--- src/rtl/seg7_scan_cnt60.sv ---
// Two-digit multiplexed common-anode 7-seg driver for a mod-60 counter (frame snapshot, guard, LZ blank, blink).
// Latency: 1 clock from internal scan state to pins; no backpressure (free-running scan, inputs sampled once per frame).
module seg7_scan_cnt60 #(
    parameter int SCAN_DIV     = 50000,
    parameter int GUARD        = 16,
    parameter int BLINK_FRAMES = 250
) (
    input  logic       CLK,
    input  logic       RESET,
    input  logic [3:0] CNT10,
    input  logic [2:0] CNT6,
    input  logic       BLANK_LZ,
    input  logic       BLINK_EN,
    input  logic       DP_EN,
    output logic [6:0] SEG,
    output logic [1:0] AN,
    output logic       DP
);

    localparam int PW = (SCAN_DIV > 1) ? $clog2(SCAN_DIV) : 1;
    localparam int FW = (BLINK_FRAMES > 1) ? $clog2(BLINK_FRAMES) : 1;

    logic [PW-1:0] r_p;
    logic          r_dig;
    logic [3:0]    r_s10;
    logic [2:0]    r_s6;
    logic [FW-1:0] r_f;
    logic          r_ph;

    logic          w_slot_end;
    logic          w_eof;
    logic          w_dark;
    logic [6:0]    w_seg6;
    logic [1:0]    w_an;
    logic [6:0]    w_seg;
    logic          w_dp;

    function automatic logic [6:0] f_decode(input logic [3:0] v);
        case (v)
            4'd0:    return 7'h40;
            4'd1:    return 7'h79;
            4'd2:    return 7'h24;
            4'd3:    return 7'h30;
            4'd4:    return 7'h19;
            4'd5:    return 7'h12;
            4'd6:    return 7'h02;
            4'd7:    return 7'h78;
            4'd8:    return 7'h00;
            4'd9:    return 7'h10;
            default: return 7'h3F;
        endcase
    endfunction

    assign w_slot_end = (r_p == PW'(SCAN_DIV - 1));
    assign w_eof      = w_slot_end && r_dig;
    assign w_dark     = (r_p < PW'(GUARD)) || (BLINK_EN && r_ph);
    // Tens digit is only valid 0-5; 6/7 must show a dash, not their glyphs.
    assign w_seg6     = (r_s6 > 3'd5) ? 7'h3F : f_decode({1'b0, r_s6});

    always_comb begin
        w_an  = 2'b11;
        w_seg = 7'h7F;
        w_dp  = 1'b1;
        if (!w_dark) begin
            if (!r_dig) begin
                w_an  = 2'b10;
                w_seg = f_decode(r_s10);
            end else begin
                w_dp = ~DP_EN;
                if (!(BLANK_LZ && (r_s6 == 3'd0))) begin
                    w_an  = 2'b01;
                    w_seg = w_seg6;
                end
            end
        end
    end

    always_ff @(posedge CLK) begin
        if (!RESET) begin
            r_p   <= '0;
            r_dig <= 1'b0;
            r_s10 <= '0;
            r_s6  <= '0;
            r_f   <= '0;
            r_ph  <= 1'b0;
            SEG   <= 7'h7F;
            AN    <= 2'b11;
            DP    <= 1'b1;
        end else begin
            r_p <= w_slot_end ? '0 : r_p + PW'(1);
            if (w_slot_end) begin
                r_dig <= ~r_dig;
            end
            if (w_eof) begin
                r_s10 <= CNT10;
                r_s6  <= CNT6;
            end
            // Blink counter idles at zero so enabling blink always begins visible.
            if (!BLINK_EN) begin
                r_f  <= '0;
                r_ph <= 1'b0;
            end else if (w_eof) begin
                if (r_f == FW'(BLINK_FRAMES - 1)) begin
                    r_f  <= '0;
                    r_ph <= ~r_ph;
                end else begin
                    r_f <= r_f + FW'(1);
                end
            end
            SEG <= w_seg;
            AN  <= w_an;
            DP  <= w_dp;
        end
    end

endmodule

--- config.mk ---
export PLATFORM = sky130hd
export DESIGN_NAME = seg7_scan_cnt60
export DESIGN_NICKNAME = d
export VERILOG_FILES = /design/src/rtl/seg7_scan_cnt60.sv
export SDC_FILE = /design/constraint.sdc
export NUM_CORES = 1
export LEC_CHECK = 0
export ABC_AREA = 1
export BUFFER_PORTS_ARGS = -buffer_cell sky130_fd_sc_hd__buf_2
export CAP_MARGIN = 20
export CORE_ASPECT_RATIO = 1.75
export CORE_MARGIN = 2
export CORE_UTILIZATION = 45
export CTS_BUF_LIST = sky130_fd_sc_hd__clkbuf_16
export DETAILED_ROUTE_END_ITERATION = 8
export GPL_TIMING_DRIVEN = 0
export PLACE_DENSITY = 0.61
export SLEW_MARGIN = 0
export SYNTH_ARGS = -nofsm -noshare
export SYNTH_HDL_FRONTEND = slang
export SYNTH_SLANG_ARGS = --single-unit
export TNS_END_PERCENT = 1
--- constraint.sdc ---
create_clock -name CLK -period 3 [get_ports CLK]
set_input_delay 0.45 -clock CLK [delete_from_list [all_inputs] [get_ports CLK]]
set_output_delay 0.45 -clock CLK [all_outputs]
set_load 0.01 [all_outputs]
# ---- Word level (Yosys, flattened, before mapping)
# Memory sizes are Yosys's and may differ from the RTL's. A register that Yosys moved wholly into a read port is not among the register bits.
# Index checks and enable logic that the tools add are counted.
dict set report op_classes {
  addsub 2
  n_mul 0
  div 0
  magnitude_cmp 2
  eq_ne 2
  shift 0
  mux 10
  bitwise 4
  n_reduce_logical 10
}
# op n
set op_table {}
lappend op_table {{7-bit two-way mux} 3}
lappend op_table {{16-bit by 1-bit adder with 16-bit output (second input constant)} 1}
lappend op_table {{16-bit equality test (second input constant)} 1}
lappend op_table {{16-bit by 5-bit < comparator with 1-bit output (second input constant)} 1}
lappend op_table {{8-bit by 1-bit adder with 8-bit output (second input constant)} 1}
lappend op_table {{8-bit equality test (second input constant)} 1}
lappend op_table {{4-bit two-way mux} 2}
lappend op_table {{8-bit two-way mux} 1}
lappend op_table {{3-bit two-way mux} 2}
lappend op_table {{1-bit NOT} 4}
lappend op_table {{2-bit AND reduction} 2}
lappend op_table {{2-bit OR reduction} 2}
lappend op_table {{3-bit greater-than comparator (second input constant)} 1}
lappend op_table {{1-bit logical AND} 3}
lappend op_table {{3-bit zero test} 1}
lappend op_table {{3-bit OR reduction} 1}
lappend op_table {{2-bit two-way mux} 1}
lappend op_table {{1-bit logical OR} 1}
lappend op_table {{1-bit two-way mux} 1}
dict set report totals {
  regBits 43
  latchBits 0
  ram_bits 0
  mem_bits_ro 168
  out_inout_bits 10
  word_cells 42
  n_memories 2
}
# memory words width read_ports rd_ports_with_merged_regs write_ports line_no
set memory_table {}
lappend memory_table {{(name not given)} 16 7 1 1 0 39} ;# case (v)
lappend memory_table {{(name not given)} 8 7 1 1 0 39}

# ---- Longest topological paths before layout
dict set report logic_depth {
  word_depth 4
  depth_mapped 15
  mapped_depth_nobuf 14
}

# ---- Worst setup path after synthesis
# Ideal clock, no wire load.
dict set report synth_path {
  path_type {register to register}
  start {register r_p[0]}
  end {register (tool-made name)}
  setup_time_ns 0.114
  arrival_time_ns 1.863
  t_required_ns 2.886
  slack_ns 1.023
  stages_incl_launch_ff 13
  path_buffers 1
  synth_period_minus_slack_ns 1.977
  cell_sequence {dfxtp_1 ha_1 nand3_2 nor2_2 nand3_4 buf_6 nand2_2 nand3_2 ha_1 inv_1 nand4_1 nand3_1 nand2_1}
}
# item line_no
set synth_rtl {}
lappend synth_rtl {{start: declaration} 23} ;# logic [PW-1:0] r_p;
lappend synth_rtl {{start signal: assignment} 90} ;# r_p <= w_slot_end ? '0 : r_p + PW'(1);

==> reports/results.txt <==
For this design the ratio of total power to cell area is 592 mW/mm2. The number of setup buffers added after CTS is 0. The final total negative setup slack came out at 0 ns. Before antenna repair, the detailed router went through 4 iterations.

The number of buffers created by CTS is 9, and the mean post-synth cell area is 7.74 um2. The largest single stage delay on the critical path is 0.34 ns. Of all nets on the critical path, the largest fanout is 10. The number of global-route vias before repair was 2201. The overall die width was 62.8 um; the overall die height was 107 um.

Counting every sink on the clock net gives 57. The relative slew slack came out at 0.702. The master of the slowest instance on the critical path is dfxtp_1. The number of max-slew violations in the final report is 0, and the overall track demand over capacity in global routing is 0.179. The setup path with the least slack is of type flop to flop. Row generation in the floorplan step produced 37 rows. The area of the core was 0.00588 mm2. The tools report the worst path arrival time as 2.45 ns. With fillers left out, the area of the finished cells amounts to 0.00326 mm2.

The run gives 3.21 ns as the worst path required time. The net count after synthesis is 377. The nature of the critical path endpoint is a flop.

After detailed routing, the number of remaining DRC violations is 0. The residual overflow from global routing was 0; the boundary pin count was 22. The worst setup path is launched from a flop. Via count: 2246. The area added between synthesis and finish came out at 19.8%. The first global-routing pass estimated 9200 um of wire. After detailed routing, the average wire length per cell comes to 11.6 um. The tools report the initial antenna violation count as 0. After clock tree synthesis, the repair step resized 0 gates.

The mapped netlist covers 0.00272 mm2. The remaining antenna violation count was 0; the hold buffer count at cts was 0. The number of cells in the design after placement was 451. The tools report the final-report hold violation count as 0. The via-per-instance ratio is 4.81, and the placer's final routability congestion estimate is 0.888. Initial core utilization: 0.463. Number of instances in the synthesized netlist: 352. The slew at the pin closest to its max-slew limit is 0.443 ns. In this run the static leakage power is 1.49 nW.

Across all hold checks on the routed design, the worst slack comes to 0.297 ns. The sequential element share of the synthesized area came out at 0.419. The peak ir drop on the vdd network is 606 uV, and the post-route clock period utilization is 0.746. Buffers placed on the I/O ports in this run total 21.

The fraction of final layout cells sized beyond drive strength 1 came out at 0.177. The final critical-path required period works out to 2.24 ns. For the total number of nets in the final design, the log shows 409.

The run gives 11 as the pin count of the biggest net entering global routing. CTS built an H-tree with a depth of 3. The flow ran to the end, and the final reports show no timing, DRC or antenna violations. The largest clock skew in the final design came out at 0.00627 ns. At the later pin of the worst-skew pair, clock insertion delay measures 0.33 ns.

No sink is reached through more buffers than the 2 on the longest clock path. The count of maximum capacitance violations came out at 0. For this block, the routed nets add up to 5410 um of wire.

Static timing analysis puts the maximum clock frequency at 447 MHz. Setup slack closes at 0.763 ns. The violation count after the first detailed-routing iteration came out at 99.

The worst hold path belongs to the class input pin to flop. The root buffer cell chosen for the clock tree is clkbuf_16. The wire-length estimate of the detail-placed layout is 4120 um. Setup repair after global routing left no endpoint under its margin.

The number of diodes added for antenna fixing is 0, and the setup slack after placement is 0.771 ns. The synthesized design contains 57 register bits. The run gives 0.76 ns as the register-to-register setup slack. Clock-pin slew reported for the worst setup and hold paths after clock tree synthesis: 0.05 ns. Walking the worst path, the cells encountered are ha_1, nand3_2, nor2_2, nand3_4, buf_6, nand2_2, nand3_2, ha_1, inv_1, nand4_1, nand3_1, nand2_1. The Yosys step of the flow raised 0 warnings. The final setup violation count was 0. Placement-stage cell area: 0.00293 mm2. Leaving out filler cells and counting taps, the final layout contains 467. TritonCTS built the clock tree.

The tools report the unique cell type count in the Yosys netlist as 39. Die outline area: 0.00672 mm2.
==> critical path, delay by kind of cell (launching register included) <==
kind / cells / cell delay (ns)
buffers and inverters: 2 / 0.25
AND/OR/NAND/NOR: 8 / 1.02
adder cells (fa/ha/maj): 2 / 0.51
flip-flops: 1 / 0.34
==> Yosys cell counts (all sizes together) <==
cell type | instances | area [um2]
nand2 | 75 | 304
inv | 58 | 220
dfxtp | 57 | 1140
nor2 | 34 | 156
nand3 | 33 | 208
a21oi | 16 | 83.8
ha | 13 | 163
nor3 | 12 | 76.3
o21ai | 12 | 60.1
nand4 | 11 | 68.8
xor2 | 5 | 43.8
buf | 4 | 35.0
nor4 | 4 | 25.0
nor3b | 3 | 22.5
a31oi | 2 | 12.5
clkbuf | 2 | 7.51
nand3b | 2 | 15.0
o211ai | 2 | 33.8
o21a | 2 | 15.0
or2 | 2 | 12.5
and3 | 1 | 6.26
clkinv | 1 | 5.00
xnor2 | 1 | 8.76
==> cell usage in the layout (no fill, tap or decap), types with 5 or more instances in the layout <==
master / count
xor2_1: 5
dfxtp_1: 57
ha_1: 13
nand2_1: 68
buf_2: 22
nand2_2: 6
nand4_1: 11
o21ai_0: 9
nand3_2: 6
inv_1: 55
clkbuf_16: 9
a21oi_1: 15
nor2_1: 30
nand3_1: 26
nor3_1: 10
==> cell families (layout without fill, tap and decap cells) <==
kind of cell | count (synthesis) | count (layout) | share of synthesized area
adders and majority gates | 13 | 13 | 0.0597
AOI/OAI and AO/OA | 34 | 34 | 0.0753
buffers and inverters | 65 | 102 | 0.0983
xor gates and xnor gates | 6 | 6 | 0.0193
and+or+nand+nor | 177 | 177 | 0.328
DFF | 57 | 57 | 0.419
==> path summary, 6_finish.rpt <==
| path | startpoint | endpoint | cells after the start |
|---|---|---|---|
| min | DP_EN | DP | 2 |
| max reg2reg | r_p[0] | flop | 12 |
| min reg2reg | flop | SEG[3] | 2 |
| max | r_p[0] | flop | 12 |
==> power breakdown <==
group          switching, mW  internal, mW
clock network          0.334         0.801
registers            0.00242         0.762
logic                 0.0199        0.0116
total                  0.356          1.57
==> routing by layer <==
metal,wire [um],track usage,up-vias
met1,2220,0.175,1000
li1,-,-,1197
met4,131,0.0968,0
met3,193,0.0514,13
met5,0,0,-
met2,2870,0.333,36
==> metrics by stage <==
step / power [mW] / utilization
after floorplan: 0.796 / -
after global placement: 0.811 / 0.498
after detailed placement: 0.812 / 0.498
after CTS: 1.95 / 0.555
final: 1.93 / 0.555
after global routing: 1.99 / 0.555
==> layout make-up <==
cell class | instances | area [um2]
buffer | 6 | 42.5
multi-input combinational | 230 | 1320
timing repair buffer | 21 | 105
clock inverter | 7 | 110
sequential | 57 | 1140
fill | 605 | 2620
clock buffer | 9 | 225
inverter | 59 | 225
tap | 78 | 97.6
No activity file was read; power rests on OpenSTA's default activity.
